<file path="config.mk">
export PLATFORM = sky130hd
export DESIGN_NAME = sm_accum_ctrl
export DESIGN_NICKNAME = d
export VERILOG_FILES = /design/src/rtl/sm_accum_ctrl.sv
export SDC_FILE = /design/constraint.sdc
export NUM_CORES = 1
export LEC_CHECK = 0
export ABC_AREA = 1
export CAP_MARGIN = 20
export CORE_UTILIZATION = 40
export DETAILED_ROUTE_END_ITERATION = 8
export GPL_TIMING_DRIVEN = 0
export PLACE_DENSITY = 0.64
export SYNTH_ARGS = -nofsm -noshare
export SYNTH_HDL_FRONTEND = slang
export SYNTH_SLANG_ARGS = --single-unit
</file>
<file path="constraint.sdc">
create_clock -name i_clk -period 3.2 [get_ports i_clk]
set_clock_uncertainty 0.2 [all_clocks]
set_input_delay 0.32 -clock i_clk [delete_from_list [all_inputs] [get_ports i_clk]]
set_output_delay 0.32 -clock i_clk [all_outputs]
set_load 0.02 [all_outputs]
</file>
<file path="src/rtl/sm_accum_ctrl.sv">
// Sign-magnitude frame accumulator: sums DEG messages per frame in two's
// complement, tracks the smallest magnitude, and hands the result downstream
// over a valid/ready handshake with a sticky framing-error flag.
module sm_accum_ctrl #(
    parameter int W     = 6,
    parameter int DEG   = 6,
    parameter int ACC_W = 9
) (
    input  logic             i_clk,
    input  logic             i_rst,
    input  logic [W-1:0]     i_data,
    input  logic             i_valid,
    input  logic             i_last,
    output logic             o_ready,
    input  logic             i_flush,
    output logic [ACC_W-1:0] o_sum,
    output logic             o_hard,
    output logic [W-2:0]     o_min_mag,
    output logic             o_valid,
    input  logic             i_ready,
    output logic             o_err
);

    localparam int CNT_W = $clog2(DEG + 1);

    typedef enum logic [1:0] {
        S_IDLE,
        S_ACC,
        S_OUT
    } state_t;

    state_t state;
    state_t state_next;

    logic [ACC_W-1:0] acc;
    logic [CNT_W-1:0] count;
    logic [W-2:0]     min_mag;
    logic [ACC_W-1:0] sum_reg;
    logic [W-2:0]     min_mag_reg;
    logic             err_reg;

    logic             accept;
    logic             transfer;
    logic             do_flush;

    // Message decode: negative zero is treated as +0, so the complement and
    // the carry-in are both gated by a non-zero magnitude.
    logic [W-2:0]     mag;
    logic             negate;
    logic [ACC_W-1:0] mag_ext;
    logic [ACC_W-1:0] conv;
    logic [ACC_W-1:0] acc_sum;
    logic [CNT_W-1:0] count_inc;
    logic             last_beat;
    logic [W-2:0]     min_sel;

    assign mag       = i_data[W-2:0];
    assign negate    = i_data[W-1] & (mag != '0);
    assign mag_ext   = {{(ACC_W-W+1){1'b0}}, mag};
    assign conv      = (mag_ext ^ {ACC_W{negate}}) + {{(ACC_W-1){1'b0}}, negate};
    assign acc_sum   = acc + conv;
    assign count_inc = count + CNT_W'(1);
    assign last_beat = (count_inc == CNT_W'(DEG));
    assign min_sel   = ((count == '0) || (mag < min_mag)) ? mag : min_mag;

    assign o_sum     = sum_reg;
    assign o_hard    = sum_reg[ACC_W-1];
    assign o_min_mag = min_mag_reg;
    assign o_err     = err_reg;

    // State register.
    always_ff @(posedge i_clk) begin
        if (i_rst) begin
            state <= S_IDLE;
        end else begin
            state <= state_next;
        end
    end

    // Next-state and handshake decode; a flush wins over a beat in the same cycle.
    always_comb begin
        state_next = state;
        o_ready    = 1'b0;
        o_valid    = 1'b0;
        accept     = 1'b0;
        transfer   = 1'b0;
        do_flush   = 1'b0;
        case (state)
            S_IDLE, S_ACC: begin
                o_ready = 1'b1;
                if (i_flush) begin
                    do_flush   = 1'b1;
                    state_next = S_IDLE;
                end else if (i_valid) begin
                    accept     = 1'b1;
                    state_next = last_beat ? S_OUT : S_ACC;
                end
            end
            S_OUT: begin
                o_valid = 1'b1;
                if (i_ready) begin
                    transfer   = 1'b1;
                    state_next = S_IDLE;
                end
            end
            default: begin
                state_next = S_IDLE;
            end
        endcase
    end

    // Accumulator, beat count, running minimum and registered result.
    always_ff @(posedge i_clk) begin
        if (i_rst) begin
            acc         <= '0;
            count       <= '0;
            min_mag     <= '1;
            sum_reg     <= '0;
            min_mag_reg <= '1;
        end else if (do_flush || transfer) begin
            acc     <= '0;
            count   <= '0;
            min_mag <= '1;
        end else if (accept) begin
            acc     <= acc_sum;
            count   <= count_inc;
            min_mag <= min_sel;
            if (last_beat) begin
                sum_reg     <= acc_sum;
                min_mag_reg <= min_sel;
            end
        end
    end

    // Sticky framing error: i_last must coincide exactly with the DEG-th beat.
    always_ff @(posedge i_clk) begin
        if (i_rst) begin
            err_reg <= 1'b0;
        end else if (accept && (i_last != last_beat)) begin
            err_reg <= 1'b1;
        end
    end

endmodule
</file>
==> metrics.yaml <==
synthesis:
  synth_edf_count: 0
  synthesis.area_um2: 1890
  ys_ff_latch: 34
  synth-compound-area-share: 0.186
  synthCells: 262
  synth-adder-area-share: 0.0898
  synth_fp_nets: 287
  async_flop_share: 0
  synth_simple_gate_area_frac: 0.221
  synth.distinct_cells: 32
  yosys_most_used_dff: "dfxtp_1"
  synth.area.mux_share: 0
  yosysWarnings: 0
  synth_top_family_by_area: "simple AND/OR/NAND/NOR gates"
  avgSynthCellArea_um2: 7.23
  synthXorXnorAreaFrac: 0.0416
  yosysSeqAreaShare: 0.359
worst_hold_path:
  holdPathEnd: "o_err"
  hp-start: "o_err"
  hold_class: "flip-flop to flip-flop"
  hold_depth: 1
worst_setup_path:
  cpMaxStageDelayCell: "clkdlybuf4s50_1"
  rrSetupSlack_ns: 0.96
  worstSetupPathType: "primary input to flip-flop"
  critical_path_buf_inv_count: 3
  cp_max_fo: 8
  crit_path_frequent_cell: "nand2_1"
  slowest_delay_ns: 0.52
  path_cells: "clkdlybuf4s50_1 > nor2_2 > nand3_2 > nand2_4 > xor2_1 > inv_1 > fa_1 > o21ai_1 > nand2_1 > nand3b_1 > nand2_1 > o211ai_1 > nand3_1 > nand2_1 > inv_1"
  arrival_ns: 2.90
  critical_path.top_delay_family: "simple AND/OR/NAND/NOR gates"
  required_ns: 3.19
  r2r_cells: 12
  start_kind: "primary input"
  worstSetupEndpointType: "flip-flop"
  reg2reg_to: "acc[8]"
  r2r_start: "acc[0]"
timing:
  finalCritPeriodShare: 0.908
  relSlewSlack: 0.648
  fin_crit_ns: 2.90
  tightestPinTransition_ns: 0.528
  fin_setup_tns_ns: 0
  final-hold-violation-count: 0
  holdWs_ns: 0.269
  rsz0062_at_grt: "no"
  setup_violations: 0
  finalMaxSlewViolations: 0
  fmax_ghz: 0.344
route:
  vias_per_cell: 5.01
  drcViolationCount: 8
  drt_iter0_drc: 96
  drtPass1Iterations: 6
  dr_total_vias: 1758
  routedWlPerCell_um: 12.2
  routed_wirelength_mm: 4.27
  ant_nets: 0
status:
  violations: "DRC"
  outcome: "finished, violations left"
floorplan:
  die_area_um2: 5010
  ios: 30
  dieWidth_um: 70.8
  initial_core_util: 0.426
  row_count: 24
  die_y_um: 70.8
  core-area_um2: 4440
cts:
  cts_tree: "yes"
  cts_made_buffers: 5
  ctsLongestPathBuffers: 2
  post_cts_resized: 0
  cts_setup_buffers: 0
  holdBufCountCts: 0
  path_clk_slew_ns: 0.08
  h-tree-depth: 2
  root_buffer: "clkbuf_8"
  clock_latency_ns: 0.28
  cts.sinks: 34
place:
  dp_cells: 343
  globalplace.congestion: 0.896
  numPortBuffers: 29
  hpwl_mm: 3.21
finish:
  drive_above_1_share: 0.0836
  fin_nets: 323
  n_fill_cell: 463
  areaGrowthSynthToFinish_pct: 23.8
  fin_cells: 351
  antenna_cells: 0
grt:
  first_global_vias: 1604
  grtUsageTotal: 0.186
  grt_pass1_wl_mm: 7.38
  overflow: 0
  grt_antenna_before_repair: 0
  grt_max_degree: 12
power_and_ir_drop:
  peakVddDrop_mv: 0.221
  fin_total_pwr_uw: 917
  leakage_uw: 0.00113
  p_per_area_nw_per_um2: 391
run:
  max_cap_viol_count: 0
[worst max-delay path by stage]
stage          cells after the start  endpoint       from
6_report                          15    acc[8]  i_data[2]
5_1_grt                           15  o_sum[8]  i_data[4]
4_1_cts                           15    acc[8]  i_data[2]
3_5_place_dp                      15    acc[8]  i_data[2]
3_3_place_gp                      15  o_sum[8]  i_data[4]
2_1_floorplan                     14  o_sum[8]  i_data[1]
[cells in the final DEF (no fill, tap or decap), types with 5 or more instances in the layout]
master and count:
o21ai_0 18, nand3_1 12, nor2_1 25, clkbuf_8 6
nand2_1 46, xor2_1 8, o21ai_1 5, a21oi_1 28
dfxtp_1 34, ha_1 12, o211ai_1 6, inv_1 39
clkdlybuf4s50_1 29
[final cells by class]
class	instances	area (um^2)	area share
plain buffers	7	41.3	0.0176
well taps	52	65.1	0.0277
clock buffers	6	82.6	0.0352
clock inverters	2	12.5	0.00534
repair buffers	29	290	0.124
multi-input cells	180	1020	0.434
flip-flops and latches	34	681	0.290
inverters	41	154	0.0656
[report_power, final]
part           leakage [uW]  internal, uW  switching, uW
Combinational      0.000805          53.3           87.7
Sequential         0.000276           431           4.65
Clock             0.0000472           173            167
[through the flow]
stage                     area, um^2   util  worst slack (ns)
final                           2340  0.528             0.295
after floorplan                 1890      -             0.805
after detailed placement        2250  0.506          -0.00387
after global placement          2250  0.506           0.00194
after global routing            2340  0.528             0.126
after CTS                       2340  0.528             0.296
[routing by layer]
| metal | wire [um] | global-route usage | part of all wire |
|---|---|---|---|
| met2 | 1880 | 0.291 | 0.44 |
| met4 | 39 | 0.0511 | 0.0091 |
| met1 | 2110 | 0.258 | 0.49 |
| met5 | 0 | 0 | 0 |
| met3 | 236 | 0.0413 | 0.055 |
[logic make-up (layout without fill, tap and decap cells)]
family          count (synthesis)  in the layout
compound gates                 63             63
simple gates                   95             95
buf+inv                        48             85
flops                          34             34
fa+ha+maj                      13             13
xor+xnor                        9              9
[cell usage after synthesis, types with 2 or more instances]
cell,instances,share of area
a21oi_1,28,0.074
buf_2,2,0.0053
dfxtp_1,34,0.36
o21ai_0,18,0.048
o21ai_1,5,0.013
nand2_2,2,0.0066
inv_1,39,0.077
nor2_2,3,0.0099
nor2_1,25,0.050
xor2_1,8,0.037
nand3b_1,2,0.0079
o211ai_1,6,0.024
ha_1,12,0.079
a211oi_1,2,0.0079
nand2_1,46,0.091
clkbuf_1,2,0.0040
nand3_1,12,0.032
inv_2,2,0.0040
(Power assumes the default switching activity.)
